$ cat src/rtl/dmem_arb_pkg.sv
// Shared types and constants for the two-port data-memory arbiter.
// Latency: none (types and pure functions only).
// Backpressure: not applicable.
package dmem_arb_pkg;

    // Default geometry of the attached data_memory.
    localparam int DMEM_ADDR_W     = 64;
    localparam int DMEM_DATA_W     = 64;
    localparam int DMEM_DEPTH      = 1024;
    localparam int DMEM_ADDR_SHIFT = 2;

    // Requester identities; also used as grant vector bit positions.
    localparam logic PORT_CORE = 1'b0;
    localparam logic PORT_DBG  = 1'b1;

    // One transaction moves strictly through these three phases.
    typedef enum logic [1:0] {
        IDLE  = 2'd0,
        ISSUE = 2'd1,
        RESP  = 2'd2
    } state_t;

    // Captured request: everything needed to drive the memory and route the reply.
    typedef struct packed {
        logic                   port;
        logic                   we;
        logic [DMEM_ADDR_W-1:0] addr;
        logic [DMEM_DATA_W-1:0] wdata;
    } txn_t;

    // True when the byte address maps onto an existing memory word.
    function automatic logic word_in_range(
        input logic [DMEM_ADDR_W-1:0] addr,
        input int unsigned            shift,
        input int unsigned            depth
    );
        return (addr >> shift) < DMEM_ADDR_W'(depth);
    endfunction

endpackage

$ cat src/rtl/rr_arbiter_2.sv
// Two-way round-robin arbiter; on a tie the port not granted last time wins.
// Latency: grant is combinational from req; last_grant updates on the advancing edge.
// Backpressure: the grant is only committed when advance is high, so a blocked consumer simply holds advance low.
module rr_arbiter_2
    import dmem_arb_pkg::*;
(
    input  logic       clk,
    input  logic       rst_n,
    input  logic [1:0] req,
    input  logic       advance,
    output logic [1:0] grant
);

    logic last_grant;

    // Pick the sole requester, or the one that lost last time when both ask.
    always_comb begin
        grant = 2'b00;
        if (req[PORT_CORE] && req[PORT_DBG]) begin
            grant = (last_grant == PORT_DBG) ? 2'b01 : 2'b10;
        end else begin
            grant = req;
        end
    end

    // Remember the last winner; reset favours the core port on the first tie.
    always_ff @(posedge clk or negedge rst_n) begin
        if (!rst_n) begin
            last_grant <= PORT_DBG;
        end else if (advance && (grant != 2'b00)) begin
            last_grant <= grant[PORT_DBG];
        end
    end

endmodule

$ cat src/rtl/dmem_port_arbiter.sv
// Shares one single-ported data memory between the core LSU (port 0) and the debug/loader (port 1).
// Latency: grant at t, memory strobe at t+1, response valid from t+2; one transaction in flight, 3 cycles minimum.
// Backpressure: req_ready only in IDLE; a stalled response holds the FSM in RESP and blocks both ports.
module dmem_port_arbiter
    import dmem_arb_pkg::*;
#(
    parameter int ADDR_W     = DMEM_ADDR_W,
    parameter int DATA_W     = DMEM_DATA_W,
    parameter int DEPTH      = DMEM_DEPTH,
    parameter int ADDR_SHIFT = DMEM_ADDR_SHIFT
) (
    input  logic              clk,
    input  logic              rst_n,

    input  logic              p0_req_valid,
    output logic              p0_req_ready,
    input  logic              p0_req_we,
    input  logic [ADDR_W-1:0] p0_req_addr,
    input  logic [DATA_W-1:0] p0_req_wdata,
    output logic              p0_rsp_valid,
    input  logic              p0_rsp_ready,
    output logic [DATA_W-1:0] p0_rsp_rdata,
    output logic              p0_rsp_err,

    input  logic              p1_req_valid,
    output logic              p1_req_ready,
    input  logic              p1_req_we,
    input  logic [ADDR_W-1:0] p1_req_addr,
    input  logic [DATA_W-1:0] p1_req_wdata,
    output logic              p1_rsp_valid,
    input  logic              p1_rsp_ready,
    output logic [DATA_W-1:0] p1_rsp_rdata,
    output logic              p1_rsp_err,

    output logic [ADDR_W-1:0] mem_addr,
    output logic [DATA_W-1:0] mem_wdata,
    output logic              mem_read,
    output logic              mem_write,
    input  logic [DATA_W-1:0] mem_rdata
);

    state_t            state_q;
    state_t            state_d;
    txn_t              txn_q;
    txn_t              txn_d;
    logic [DATA_W-1:0] rdata_q;
    logic              err_q;
    logic [1:0]        grant;
    logic              in_range;

    // The grant is only consumed (and last_grant only advanced) while idle.
    rr_arbiter_2 u_arb (
        .clk     (clk),
        .rst_n   (rst_n),
        .req     ({p1_req_valid, p0_req_valid}),
        .advance (state_q == IDLE),
        .grant   (grant)
    );

    // Range is judged on the word index; the address itself leaves unshifted.
    assign in_range = word_in_range(txn_q.addr, ADDR_SHIFT, DEPTH);

    // Select the winning port's request fields; hold the current transaction otherwise.
    always_comb begin
        txn_d = txn_q;
        if (grant[PORT_DBG]) begin
            txn_d = '{port: PORT_DBG, we: p1_req_we, addr: p1_req_addr, wdata: p1_req_wdata};
        end else if (grant[PORT_CORE]) begin
            txn_d = '{port: PORT_CORE, we: p0_req_we, addr: p0_req_addr, wdata: p0_req_wdata};
        end
    end

    // Next-state and per-state outputs; strobes exist only in ISSUE so they are one cycle wide.
    always_comb begin
        state_d      = state_q;
        p0_req_ready = 1'b0;
        p1_req_ready = 1'b0;
        p0_rsp_valid = 1'b0;
        p1_rsp_valid = 1'b0;
        mem_read     = 1'b0;
        mem_write    = 1'b0;
        case (state_q)
            IDLE: begin
                if (grant != 2'b00) begin
                    p0_req_ready = grant[PORT_CORE];
                    p1_req_ready = grant[PORT_DBG];
                    state_d      = ISSUE;
                end
            end
            ISSUE: begin
                // Out-of-range requests never touch the memory.
                mem_write = txn_q.we & in_range;
                mem_read  = ~txn_q.we & in_range;
                state_d   = RESP;
            end
            RESP: begin
                if (txn_q.port == PORT_CORE) begin
                    p0_rsp_valid = 1'b1;
                    if (p0_rsp_ready) begin
                        state_d = IDLE;
                    end
                end else begin
                    p1_rsp_valid = 1'b1;
                    if (p1_rsp_ready) begin
                        state_d = IDLE;
                    end
                end
            end
            default: begin
                state_d = IDLE;
            end
        endcase
    end

    // State register; async reset drops the strobes immediately since they decode from state_q.
    always_ff @(posedge clk or negedge rst_n) begin
        if (!rst_n) begin
            state_q <= IDLE;
        end else begin
            state_q <= state_d;
        end
    end

    // Capture the request only on the granting edge so address/data stay stable for the memory.
    always_ff @(posedge clk or negedge rst_n) begin
        if (!rst_n) begin
            txn_q <= '0;
        end else if (state_q == IDLE) begin
            txn_q <= txn_d;
        end
    end

    // Register the read result at the end of the strobe cycle; writes and errors return zero.
    always_ff @(posedge clk or negedge rst_n) begin
        if (!rst_n) begin
            rdata_q <= '0;
            err_q   <= 1'b0;
        end else if (state_q == ISSUE) begin
            rdata_q <= (!txn_q.we && in_range) ? mem_rdata : '0;
            err_q   <= ~in_range;
        end
    end

    assign mem_addr     = txn_q.addr;
    assign mem_wdata    = txn_q.wdata;
    assign p0_rsp_rdata = p0_rsp_valid ? rdata_q : '0;
    assign p1_rsp_rdata = p1_rsp_valid ? rdata_q : '0;
    assign p0_rsp_err   = p0_rsp_valid & err_q;
    assign p1_rsp_err   = p1_rsp_valid & err_q;

endmodule

$ cat config.mk
export PLATFORM = sky130hd
export DESIGN_NAME = dmem_port_arbiter
export DESIGN_NICKNAME = d
export VERILOG_FILES = /design/src/rtl/dmem_arb_pkg.sv /design/src/rtl/rr_arbiter_2.sv /design/src/rtl/dmem_port_arbiter.sv
export SDC_FILE = /design/constraint.sdc
export NUM_CORES = 1
export LEC_CHECK = 0
export CAP_MARGIN = 5
export CORE_AREA = 2 2 229 231
export CTS_CLUSTER_DIAMETER = 30
export DETAILED_ROUTE_END_ITERATION = 8
export DIE_AREA = 0 0 231 233
export GPL_ROUTABILITY_DRIVEN = 0
export SLEW_MARGIN = 10
export SYNTH_ARGS = -nofsm -noshare
export SYNTH_HDL_FRONTEND = slang
export SYNTH_SLANG_ARGS = --single-unit
$ cat constraint.sdc
create_clock -name clk -period 1.6 [get_ports clk]
set_input_delay 0.16 -clock clk [delete_from_list [all_inputs] [get_ports clk]]
set_output_delay 0.16 -clock clk [all_outputs]
set_load 0.02 [all_outputs]
==> flow_summary.toml <==
[timing]
final.setup.tns_ns = -116.78
min_period_over_period_pct = 147
fin_skew_ns = 0.0123
final-setup-viol-count = 323
slew-limit-headroom_pct = 60.8
grt_setup_unrepaired = "yes"
finalHoldViolations = 0
tightest_slew_ns = 0.588
clock.fmax_ghz = 0.424
setup_ws_ns = -0.757
period_needed_ns = 2.36
timing.final.max_slew_violations = 0

[power_and_ir_drop]
p_int_uw = 19600
finalPower_uw = 33200
power.leakage_uw = 0.00986
pwr-share-seq_pct = 24.3
p_sw_share_pct = 41.2
ir_worst_vdd_mv = 0.854
p_switching_uw = 13700
power.share.clock_pct = 13.4
pwr-share-comb_pct = 62.3
power_density_mw_per_mm2 = 1490

[placed_design]
io_buffers = 591
dpl_cell_area_mm2 = 0.0175
dpl.hpwl_um = 33000

[hold_path]
worstHoldPathType = "in2async"

[clock_tree]
ctsHtreeMaxLevel = 4
cts_sinks = 198
cts_inserted_buffers = 17
cts_tree = "done"
cts-root-buf = "clkbuf_16"
clock_latency_ns = 0.48
cts_buffer_depth = 2
clk_pin_slew_ns = 0.08

[routing]
avgRoutedWirePerCell_um = 20.8
post-route-drc-count = 0
via_per_inst = 4.47
drt-pass1-iter-count = 4
vias = 11200
ant_nets = 0
drtIter0Drc = 455
wirelength_um = 52100

[grt]
track_usage_pct = 16.5
grt_pass1_wl_um = 66300
first_global_vias = 11000
antenna_found_initial = 0
grt_max_degree = 67
overflow = 0

[synthesis]
seq_area_frac_synth_pct = 46.0
synth_flop_cell = "dfrtp_1"
synthCells = 1169
synthMostInstantiatedCell = "dfrtp_1"
synth_top_family_by_area = "simple AND/OR/NAND/NOR gates"
synth-simple-area-share_pct = 19.5
synth_area_mm2 = 0.0108
synth_xor_area_share_pct = 0
async_flop_share_pct = 100
synth_top_area_share_pct = 45.8
synth_seq_cells = 198
yosys_warnings = 0
synth.mux.area_fraction_pct = 12.1
synth.avg_cell_area_um2 = 9.21
synth_area_leader_cell = "dfrtp_1"
synth_edf_count = 0
synth_common_cells = "197 x dfrtp_1, 133 x nor2_1, 131 x a21oi_1"
synthAdderAreaFrac_pct = 0
synth_fp_nets = 1497
synth_compound_area_share_pct = 9.46
yosys-top-cells-area = "dfrtp_1 46%, mux2i_1 12%, buf_4 9.0%"
ys_types = 28

[finish]
area_growth_pct = 107
fill_cells = 4705
drive_gt1_share_pct = 44.8
fin_area_mm2 = 0.0223
num_antenna_cells = 0
final_nets = 2136
post-route-util_pct = 43.6

[critical_path]
crit_path_max_incr_delay_ns = 0.40
crit_fanout = 3
startpoint = "mem_addr[36]$_DFFE_PN0P_"
cp.arrival_ns = 2.20
critPathCaptureType = "output port"
cpMaxStageDelayCell = "dfrtp_1"
cp_cell_sequence = "nor4_1 -> and4_2 -> nand2_1 -> nor3_4 -> buf_6"
cp.required_ns = 1.44
r2r_start = "mem_addr[23]$_DFFE_PN0P_"
path_class = "reg2out"
cp-start-kind = "register"

[die]
ios = 592
die-area_mm2 = 0.0538
die_h_um = 233
row_count = 83
start_util_pct = 21.1
die_x_um = 231
coreArea_mm2 = 0.0511

[job]
max-cap-violations = 0

[outcome]
status = "finished with violations"
violations = "negative setup slack"
power by group through the flow:
stage               Clock, uW  Sequential [uW]  Combinational (uW)
floorplan                   0             7570                8360
global placement            0             7630               13800
detailed placement          0             7700               13900
CTS                      4630             7710               15600
global route             4830             8270               21800
finish                   4460             8070               20700
worst max-delay path, delay by kind of cell (launching register included):
family	cells	cell delay [ns]
and+or+nand+nor	4	1.17
DFF	1	0.40
buffers and inverters	1	0.15
final cells by class:
class | instances | area, um^2 | area share (%)
repair buffers | 840 | 9760 | 43.8
multi-input cells | 747 | 6110 | 27.4
inverters | 4 | 15.0 | 0.0674
well taps | 680 | 851 | 3.82
clock buffers | 19 | 443 | 1.99
clock inverters | 13 | 143 | 0.640
flip-flops and latches | 198 | 4960 | 22.3
placed cells by master, fill, tap and decap left out, types with 44 or more instances in the layout:
cell             netlist  layout
nor2_1               133      45
dfrtp_1              197     197
clkbuf_16              0      44
nand2_1               68      67
and2_4                 0     129
a21oi_2                0      99
clkdlybuf4s50_1        0     326
o21ai_2                0      52
nor2_4                 0      68
nand4_1               65      65
buf_4                129     111
mux2i_1              129     122
dlymetal6s2s_1         0     128
buf_6                  2     173
routing by layer:
metal / global-route usage, % / vias to the layer above / wire length, um
li1: - / 5135 / -
met1: 18.2 / 5456 / 19500
met2: 30.1 / 496 / 27400
met3: 4.67 / 87 / 3310
met4: 5.63 / 0 / 1870
met5: 0 / - / 0
cell families after synthesis:
logic type / count (synthesis)
muxes: 130
DFF: 198
AOI/OAI and AO/OA: 201
and+or+nand+nor: 416
buffers and inverters: 224
registers in the layout, indices dropped and copies added (netlist names):
register,flops
err_q,1
mem_addr,64
mem_wdata,64
rdata_q,64
state_q,2
txn_q,2
u_arb.last_grant,1
metrics by stage:
stage	cells	hold slack [ns]	worst slack [ns]
after CTS	2442	0.204	-0.898
after floorplan	1169	-0.136	-0.196
after global placement	2365	0.159	-1.02
after global routing	2501	0.223	-0.931
after detailed placement	2365	0.170	-1.04
final	2501	0.233	-0.757
path summary, 6_finish.rpt:
kind | endpoint | slack, ns | depth (start not counted)
max in group asynchronous | rdata_q[9]$_DFFE_PN0P_ | 0.78 | 3
worst max-delay path | mem_read | -0.76 | 5
worst min register to register | mem_wdata[3]$_DFFE_PN0P_ | 0.52 | 2
worst min-delay path | mem_wdata[29]$_DFFE_PN0P_ | 0.23 | 2
worst max register to register | err_q$_DFFE_PN0P_ | -0.55 | 8
min in group clk | rdata_q[18]$_DFFE_PN0P_ | 0.25 | 3
what timing repair did:
item | CTS | global route
pin swaps | 18 | 20
hold endpoints to repair | 46 | 0
cloned | 13 | 34
buffers inserted | 32 | 37
setup endpoints to repair | 385 | 452
hold buffers | 1 | 0
resized for setup | 953 | 638
Power figures use the tool's default switching activity.
